===== src/rtl/rr_grant_arbiter_pkg.sv =====
// Shared types and helpers for the round-robin grant arbiter.
package rr_arb_pkg;

    typedef enum logic [0:0] {ARB_IDLE, ARB_GRANT} arb_state_t;

    // Helpers work on a fixed wide vector; callers size-cast to request_lines.
    localparam int MAX_LINES = 64;

    // Thermometer mask: bit i is set for every position strictly above ptr.
    function automatic logic [MAX_LINES-1:0] thermo_mask(input int ptr);
        logic [MAX_LINES-1:0] m;
        m = '0;
        for (int i = 0; i < MAX_LINES; i++) begin
            m[i] = (i > ptr);
        end
        return m;
    endfunction

    // Binary index of a one-hot vector (0 for an all-zero vector).
    function automatic int onehot_to_idx(input logic [MAX_LINES-1:0] oh);
        int idx;
        idx = 0;
        for (int i = 0; i < MAX_LINES; i++) begin
            if (oh[i]) idx = idx | i;
        end
        return idx;
    endfunction

endpackage


===== src/rtl/rr_grant_arbiter_if.sv =====
// Request/grant bundle between the requesters and the arbiter.
interface rr_grant_arbiter_if #(
    parameter int request_lines = 4
);
    localparam int IDX_W = $clog2(request_lines);

    logic [request_lines-1:0] req;
    logic                     release_gnt;
    logic [request_lines-1:0] gnt;
    logic                     gnt_valid;
    logic [IDX_W-1:0]         gnt_idx;

    modport master (
        output req,
        output release_gnt,
        input  gnt,
        input  gnt_valid,
        input  gnt_idx
    );

    modport slave (
        input  req,
        input  release_gnt,
        output gnt,
        output gnt_valid,
        output gnt_idx
    );
endinterface


===== src/rtl/rr_grant_arbiter_pick.sv =====
// Combinational round-robin pick: lowest request above ptr, else lowest overall.
module rr_masked_priority_pick
    import rr_arb_pkg::*;
#(
    parameter int request_lines = 4
) (
    input  logic [request_lines-1:0]         i_req,
    input  logic [$clog2(request_lines)-1:0] i_ptr,
    output logic [request_lines-1:0]         o_pick,
    output logic                             o_found
);

    logic [request_lines-1:0] w_mask;
    logic [request_lines-1:0] w_masked;

    function automatic logic [request_lines-1:0] lowest_bit(input logic [request_lines-1:0] x);
        logic [request_lines-1:0] r;
        logic                     done;
        r    = '0;
        done = 1'b0;
        for (int i = 0; i < request_lines; i++) begin
            if (x[i] && !done) begin
                r[i] = 1'b1;
                done = 1'b1;
            end
        end
        return r;
    endfunction

    assign w_mask   = request_lines'(thermo_mask(int'(i_ptr)));
    assign w_masked = i_req & w_mask;
    // Nothing above the pointer requesting: wrap around to the lowest requester.
    assign o_pick   = (|w_masked) ? lowest_bit(w_masked) : lowest_bit(i_req);
    assign o_found  = |i_req;

endmodule


===== src/rtl/rr_grant_arbiter.sv =====
// Registered round-robin arbiter holding a one-hot grant until release.
// request_lines must lie in 2..MAX_LINES.
module rr_grant_arbiter
    import rr_arb_pkg::*;
#(
    parameter int request_lines = 4
) (
    input  logic                    clk,
    input  logic                    rst,
    rr_grant_arbiter_if.slave       io_arb
);

    localparam int IDX_W = $clog2(request_lines);

    arb_state_t               r_state;
    logic [IDX_W-1:0]         r_ptr;
    logic [request_lines-1:0] r_gnt;
    logic                     r_gnt_valid;
    logic [IDX_W-1:0]         r_gnt_idx;

    logic [request_lines-1:0] w_pick_req;
    logic [request_lines-1:0] w_pick;
    logic                     w_found;
    logic [IDX_W-1:0]         w_pick_idx;
    logic                     w_end;

    // r_gnt is zero in ARB_IDLE, so one masked pick serves both states and
    // keeps a released grantee out of its own handoff.
    assign w_pick_req = io_arb.req & ~r_gnt;
    assign w_pick_idx = IDX_W'(onehot_to_idx(MAX_LINES'(w_pick)));
    assign w_end      = io_arb.release_gnt | ~io_arb.req[r_gnt_idx];

    rr_masked_priority_pick #(
        .request_lines (request_lines)
    ) u_pick (
        .i_req   (w_pick_req),
        .i_ptr   (r_ptr),
        .o_pick  (w_pick),
        .o_found (w_found)
    );

    // Arbitration FSM: grant from idle, hold, then hand off or drop to idle.
    always_ff @(posedge clk) begin
        if (rst) begin
            r_state     <= ARB_IDLE;
            r_ptr       <= IDX_W'(request_lines - 1);
            r_gnt       <= '0;
            r_gnt_valid <= 1'b0;
            r_gnt_idx   <= '0;
        end else begin
            case (r_state)
                ARB_IDLE: begin
                    if (w_found) begin
                        r_gnt       <= w_pick;
                        r_gnt_valid <= 1'b1;
                        r_gnt_idx   <= w_pick_idx;
                        r_ptr       <= w_pick_idx;
                        r_state     <= ARB_GRANT;
                    end
                end
                ARB_GRANT: begin
                    if (w_end) begin
                        if (w_found) begin
                            r_gnt       <= w_pick;
                            r_gnt_valid <= 1'b1;
                            r_gnt_idx   <= w_pick_idx;
                            r_ptr       <= w_pick_idx;
                        end else begin
                            r_gnt       <= '0;
                            r_gnt_valid <= 1'b0;
                            r_gnt_idx   <= '0;
                            r_state     <= ARB_IDLE;
                        end
                    end
                end
                default: begin
                    r_state <= ARB_IDLE;
                end
            endcase
        end
    end

    assign io_arb.gnt       = r_gnt;
    assign io_arb.gnt_valid = r_gnt_valid;
    assign io_arb.gnt_idx   = r_gnt_idx;

endmodule


===== src/flat_wrapper.sv =====
// flat-port wrapper written by rule: the top's interface ports become plain ports
module rr_grant_arbiter_flat import rr_arb_pkg::*;
#(
    parameter int request_lines = 4
)
  (clk, rst, io_arb_req, io_arb_release_gnt, io_arb_gnt, io_arb_gnt_valid, io_arb_gnt_idx);
  rr_grant_arbiter_if #(.request_lines(request_lines)) io_arb_i ();
  input  logic clk;
  input  logic rst;
  input wire logic [$bits(io_arb_i.req)-1:0] io_arb_req;
  input wire logic [$bits(io_arb_i.release_gnt)-1:0] io_arb_release_gnt;
  output wire logic [$bits(io_arb_i.gnt)-1:0] io_arb_gnt;
  output wire logic [$bits(io_arb_i.gnt_valid)-1:0] io_arb_gnt_valid;
  output wire logic [$bits(io_arb_i.gnt_idx)-1:0] io_arb_gnt_idx;
  assign io_arb_i.req = io_arb_req;
  assign io_arb_i.release_gnt = io_arb_release_gnt;
  assign io_arb_gnt = io_arb_i.gnt;
  assign io_arb_gnt_valid = io_arb_i.gnt_valid;
  assign io_arb_gnt_idx = io_arb_i.gnt_idx;
  rr_grant_arbiter #(.request_lines(request_lines)) u_core (.clk(clk), .rst(rst), .io_arb(io_arb_i));
endmodule

===== config.mk =====
export PLATFORM = sky130hd
export DESIGN_NAME = rr_grant_arbiter_flat
export DESIGN_NICKNAME = d
export VERILOG_FILES = /design/src/rtl/rr_grant_arbiter_pkg.sv /design/src/rtl/rr_grant_arbiter_if.sv /design/src/rtl/rr_grant_arbiter_pick.sv /design/src/rtl/rr_grant_arbiter.sv /design/src/flat_wrapper.sv
export SDC_FILE = /design/constraint.sdc
export NUM_CORES = 1
export LEC_CHECK = 0
export CAP_MARGIN = 20
export CORE_MARGIN = 2
export CORE_UTILIZATION = 35
export DETAILED_ROUTE_END_ITERATION = 16
export SLEW_MARGIN = 40
export SYNTH_ARGS = -nofsm -noshare
export SYNTH_HDL_FRONTEND = slang
export SYNTH_SLANG_ARGS = --single-unit

===== constraint.sdc =====
create_clock -name clk -period 3.12 [get_ports clk]
set_input_delay 0.624 -clock clk [delete_from_list [all_inputs] [get_ports clk]]
set_output_delay 0.624 -clock clk [all_outputs]
set_load 0.03 [all_outputs]

==> results of run 1 <==
worst reg2reg max path, cell delays in order (launching register included):
cell and delay [ns]:
dfxtp_1 0.44, mux2i_1 0.26, o22ai_2 0.17, nand2b_4 0.19, or4_1 0.50, a21oi_1 0.13
power by group through the flow:
| stage | Clock [W] | Combinational, W | Sequential (W) |
|---|---|---|---|
| after floorplan | 0 | 0.0000728 | 0.000193 |
| after global placement | 0 | 0.000149 | 0.000174 |
| after detailed placement | 0 | 0.000148 | 0.000174 |
| after CTS | 0.000122 | 0.000149 | 0.000171 |
| after global routing | 0.000129 | 0.000163 | 0.000174 |
| final | 0.000118 | 0.000149 | 0.000172 |
Yosys cell counts:
cell / number
o211ai_1: 1
or2_2: 1
a21boi_0: 1
or4_1: 1
or3b_1: 1
dfxtp_1: 10
nand4_2: 1
inv_1: 1
nand3_1: 1
a211oi_1: 2
o21ai_0: 1
o22ai_2: 1
mux2i_1: 2
nand3b_1: 2
nand2b_4: 1
a21oi_1: 10
or2b_1: 1
nand2b_1: 3
nor2_1: 8
buf_1: 1
nand2_1: 4
o21bai_1: 1
nor4_1: 2
a311oi_1: 1
or3b_2: 1
a31oi_1: 1
cells by family after synthesis:
kind of cell,count (synthesis),synth area share [%]
buf+inv,2,1.473
flops,10,39.31
compound gates,19,23.59
mux,2,3.931
simple gates,27,31.69
area by class of cell:
class | instances | area, um^2
tap | 15 | 18.77
clock buffer | 4 | 36.28
timing repair buffer | 14 | 137.6
fill | 146 | 635.6
sequential | 10 | 200.2
multi-input combinational | 48 | 301.5
inverter | 1 | 3.754
layout by cell type (no fill, tap or decap), types with 2 or more instances in the layout:
master / n
nand2b_1: 3
clkbuf_4: 3
nand2_1: 4
nand3b_1: 2
dfxtp_1: 10
mux2i_1: 2
nor2_1: 8
a211oi_1: 2
clkdlybuf4s50_1: 13
a21oi_1: 10
nor4_1: 2
per-stage QoR:
stage          instance area, um^2  total power, W  utilization, %
3_3_place_gp                 661.9       0.0003226           49.62
6_report                     698.2       0.0004381           52.35
5_1_grt                      698.2       0.0004651           52.35
3_5_place_dp                 661.9       0.0003214           49.62
4_1_cts                      698.2       0.0004413           52.35
2_1_floorplan                509.2       0.0002653               -
metal layers:
layer / up-vias / wire length [um]
met2: 12 / 519
li1: 253 / -
met1: 229 / 684
met3: 2 / 40
met5: - / 0
met4: 0 / 10
worst min-delay path by stage:
stage / from / to / slack, ns
after floorplan: u_core.r_ptr[0]$_SDFFE_PP1P_ / u_core.r_ptr[0]$_SDFFE_PP1P_ / 0.53
after global placement: u_core.io_arb.gnt_valid$_SDFFE_PP0P_ / u_core.io_arb.gnt_valid$_SDFFE_PP0P_ / 0.46
after detailed placement: u_core.io_arb.gnt[0]$_SDFFE_PP0P_ / u_core.io_arb.gnt[0]$_SDFFE_PP0P_ / 0.47
after CTS: u_core.io_arb.gnt[0]$_SDFFE_PP0P_ / u_core.io_arb.gnt[0]$_SDFFE_PP0P_ / 0.48
after global routing: u_core.io_arb.gnt[0]$_SDFFE_PP0P_ / u_core.io_arb.gnt[0]$_SDFFE_PP0P_ / 0.51
final: u_core.io_arb.gnt[0]$_SDFFE_PP0P_ / u_core.io_arb.gnt[0]$_SDFFE_PP0P_ / 0.47
sequential cells by signal (all words and copies together) (netlist names):
register,cells
u_core.io_arb.gnt,4
u_core.io_arb.gnt_idx,2
u_core.r_ptr,2
u_core.io_arb.gnt_valid,1
u_core.r_state,1
==> results.md, run 1 <==
* Run status: complete, no violations
* Total stage count of the critical path at 6
* GRT met2 Usage at 21.25%
* Clock power share at 26.9%
* Max Fclk at 471.3 MHz
* Setup-failing EPs final at 0
* PwrDens at 627.5 nW/um^2
* Row Count at 13
* CP Cell Sequence: clkdlybuf4s50_1 -> or2b_1 -> nand4_2 -> nand2b_4 -> or4_1 -> a21oi_1
* Clock Tree Buf Depth at 2
* Worst Max-Slew Pin Slew at 0.6087 ns
* Post-Syn Instances at 60
* Crit path to: u_core.io_arb.gnt[0]$_SDFFE_PP0P_
* Maximum number of pins on one net before global-route repair at 10
* Final Hold Fails at 0
* Crit path buffers/inverters at 1
* Total CTS buffers at 3
* Chip width at 42.15 um
* Reg-to-Reg End: u_core.io_arb.gnt[0]$_SDFFE_PP0P_
* Global route total overflow at 0
* Vias at 496
* Pleak at 0.2659 nW
* Most area-hungry cell type in the Yosys netlist: dfxtp_1
* GR met3 Demand/Resource at 3.879%
* Area share of the largest cell type after synthesis at 39.31%
* Initial DRC count at 5
* IO Pins at 14
* Core area at 1334 um^2
* Setup slack, reg-to-reg at 1.35 ns
* Crit. End Element: flip-flop
* Post-route minimum period at 2.122 ns
* Yosys warns at 0
* Critical path's slowest cell: clkdlybuf4s50_1
* Layout area overhead at 37.10%
* Sequential share of power at 39.2%
* Post-DP HPWL at 936 um
* Number of global-route vias before repair at 437
* Switch share at 34.65%
* Mapped Nets at 67
* Combinational Power Share at 33.9%
* Crit share post-route at 68.01%
* H-tree depth at 1
* FF-to-FF path depth at 5
* Clock Latency Late Sink at 0.27 ns
* CP Max Fanout at 5
* DIE HEIGHT at 42.15 um
* Pre-CTS setup slack at 0.7365 ns
* Root buf cell: clkbuf_4
* WS Path Type: in -> reg
* Netlist Area Pre-Place at 509.2 um^2
* Global-route met1 utilization at 22.92%
* Layout cells sized above 1 at 12.99%
* Most used routing layer in global routing: met1
* Headroom to the max-slew limit at 59.04%
* # port buffers at 13
* First-pass iteration count of the detailed router at 4
* Post-DR wirelength/cell at 13.64 um
* Inst Count DP at 88
* GRT Total Usage at 15.45%
* Drt via density at 5.391
* Count of cell types in the netlist at 26
* Setup TNS at 0 ns
* CTS Hold Buffers Added at 0
* Clk_skew at 0.006541 ns
* Postcts setup bufs at 0
* Switch Pwr at 0.0001518 W
* Ant. Diodes at 0
* Post-CTS Resized at 0
* Global placement routability congestion at 0.7384
* Layout Cells excl Fill at 92
* Critical R2R Launch: u_core.io_arb.gnt_idx[0]$_SDFFE_PP0P_
* Ranking of synthesized cells by area: dfxtp_1 (39%), a21oi_1 (9.8%), nor2_1 (5.9%)
* Antenna-violating nets left at 0
* Nets at 85
* Crit path from: io_arb_req[3]
* Internal at 0.0002863 W
* Post-synthesis sequential area ratio at 39.31%
* CTS tree: built
* Worst Hold Depth at 2
* # DRC at 0
* RSZ-0062 raised after global routing: false
* Clock slew at reported path FFs at 0.06 ns
* Max incr delay on CP at 0.50 ns
* Startpoint types: primary input
* Min Hold Slack at 0.4749 ns
* Initial Util at 38.18%
* Worst Hold Class: reg -> reg
* Worst setup margin at 0.9981 ns
* Required time worst endpoint at 3.31 ns
* Initial antenna violation count at 0
* Final Slew Violations at 0
* Top delay family on crit path: simple AND/OR/NAND/NOR gates
* CTS Sinks at 10
* Die area at 1776 um^2
* CP arrival at 2.31 ns
* VDD IR max at 344.3 uV
* First-pass GRT wire length at 2.083 mm
* #FFs+latches synth at 10
* Total Wirelength at 1.255 mm
* Syn Area/Cell at 8.487 um^2
* Max_cap viols at 0
Note: power is estimated with default switching activity, not from simulation.
==> run 2, diff against run 1 <==
Clock period 3.12 ns to 1.8 ns, I/O delays scaled along.
==> run 2 against run 1 <==
Against the previous run: sequential power is 76% higher; power rose by 84%; register-to-register slack got worse by 1.2 ns; highest routed layer unchanged; critical path type unchanged; sequential cell count is the same; worst hold slack improved by 0.0077 ns; largest power group is now combinational cells; final cell count grew 8.7%; combinational power grew 130%.
==> results.md, run 2 (synthesized netlist as in run 1, its figures left out) <==
* First-pass GRT wire length at 2.387 mm
* VDD IR max at 639.9 uV
* Number of global-route vias before repair at 533
* Worst Hold Class: reg -> reg
* Crit. End Element: flip-flop
* Initial antenna violation count at 0
* Total Wirelength at 1.469 mm
* Crit path from: io_arb_req[0]
* Run status: complete, no violations
* First-pass iteration count of the detailed router at 4
* Nets at 94
* Post-DP HPWL at 971.6 um
* DIE HEIGHT at 42.15 um
* Clock Latency Late Sink at 0.27 ns
* CTS Sinks at 10
* Layout cells sized above 1 at 35.29%
* GRT Total Usage at 18.15%
* Worst Max-Slew Pin Slew at 0.3828 ns
* Final Util at 62.95%
* Row Count at 13
* Cell area after layout at 839.6 um^2
* Initial DRC count at 10
* IO Pins at 14
* Required time worst endpoint at 1.95 ns
* Commonest non-fill, non-tap cells in the layout: clkdlybuf4s50_1 (11), buf_4 (10), dfxtp_1 (9), nor2_1 (8), a21oi_1 (8)
* CP Max Fanout at 4
* Final Slew Violations at 0
* Vias at 561
* WS Path Type: in -> reg
* Maximum number of pins on one net before global-route repair at 10
* Pleak at 0.3420 nW
* Critical R2R Launch: u_core.r_state$_SDFF_PP0_
* Layout area overhead at 64.86%
* Clock slew at reported path FFs at 0.06 ns
* Die area at 1776 um^2
* Clk_skew at 0.005486 ns
* Post-route minimum period at 1.759 ns
* Final Hold Fails at 0
* Hold path start: u_core.io_arb.gnt_valid$_SDFFE_PP0P_
* Chip width at 42.15 um
* Drt via density at 5.610
* Core area at 1334 um^2
* Setup TNS at 0 ns
* Max_cap viols at 0
* Fill count at 106
* H-tree depth at 1
* Startpoint types: primary input
* Post-DR wirelength/cell at 14.69 um
* DP Area at 714.4 um^2
* Crit share post-route at 97.75%
* CTS tree: built
* Commonest non-fill, non-tap cell in the layout: clkdlybuf4s50_1
* Tot Pwr at 0.0008059 W
* PwrDens at 959.9 nW/um^2
* CP arrival at 1.91 ns
* Total CTS buffers at 3
* Global route total overflow at 0
* Ant. Diodes at 0
* # port buffers at 13
* # DRC at 0
* Number of flip-flops under the largest register name at 4
* Antenna-violating nets left at 0
* Headroom to the max-slew limit at 74.29%
* Max Fclk at 568.3 MHz
* Global placement routability congestion at 0.8072
* Root buf cell: clkbuf_4
* Initial Util at 38.18%
* Clock Tree Buf Depth at 2
* Min Hold Slack at 0.4826 ns
* Setup-failing EPs final at 0
## run 2: changes by cell type in the layout (fill, tap and decap cells not counted), moves of 2 or more
cell	change
buf_4	+9
a211oi_1	-2
a211oi_2	+2
a21oi_1	-2
clkdlybuf4s50_1	-2
dlymetal6s2s_1	+2
mux2i_1	-2
mux2i_2	+2
nor4_1	-2
## run 2: layout make-up
cell class	instances	area, um^2	area share (%)
multi-input cells	48	382.9	45.60
well taps	15	18.77	2.235
flip-flops and latches	10	201.4	23.99
clock buffers	3	22.52	2.683
inverters	1	3.754	0.4471
repair buffers	23	210.2	25.04
## run 2: worst max-delay path, cell delays in order
cell and delay (ns):
clkdlybuf4s50_1 0.51, nand2b_1 0.14, buf_4 0.17, a21boi_0 0.26, nor4_2 0.08, buf_4 0.15, a211oi_2 0.18, nor2_1 0.06
## run 2: path summary, 6_finish.rpt
kind | endpoint | slack (ns) | cells after the start
hold reg to reg | u_core.io_arb.gnt_valid$_SDFFE_PP0P_ | 0.48 | 2
setup / recovery | u_core.io_arb.gnt_idx[1]$_SDFFE_PP0P_ | 0.04 | 8
hold / removal | u_core.io_arb.gnt_valid$_SDFFE_PP0P_ | 0.48 | 2
setup reg to reg | u_core.io_arb.gnt_idx[0]$_SDFFE_PP0P_ | 0.14 | 6
## run 2: repair_timing
action,4_1_cts,5_1_grt
buffers inserted,0,2
hold buffers,0,0
endpoints found under the setup margin,5,9
gates resized for setup,1,17
gates cloned,0,0
pin swaps,0,3
## run 2: report_power, final
group	leakage, nW	internal (W)	switching, W	total (W)
combinational	0.245	0.000169	0.000175	0.000344
sequential	0.0833	0.000256	0.0000468	0.000303
clock	0.0138	0.0000775	0.0000811	0.000159
## run 2: per-stage QoR
stage          cells  setup WS, ns
2_1_floorplan     60       0.06606
3_3_place_gp      95       -0.3897
3_5_place_dp      95       -0.3772
4_1_cts           98      0.009028
5_1_grt          100      -0.05801
6_report         100       0.04051
## run 2: layer usage
layer | GRT usage, % | routed length, um | vias to the layer above | part of all wire [%]
met5 | 0 | 0 | - | 0
met4 | 13.13 | 46 | 0 | 3.1
met3 | 3.879 | 80 | 4 | 5.4
met2 | 25.94 | 687 | 20 | 47
met1 | 23.82 | 655 | 262 | 45
li1 | - | - | 275 | -
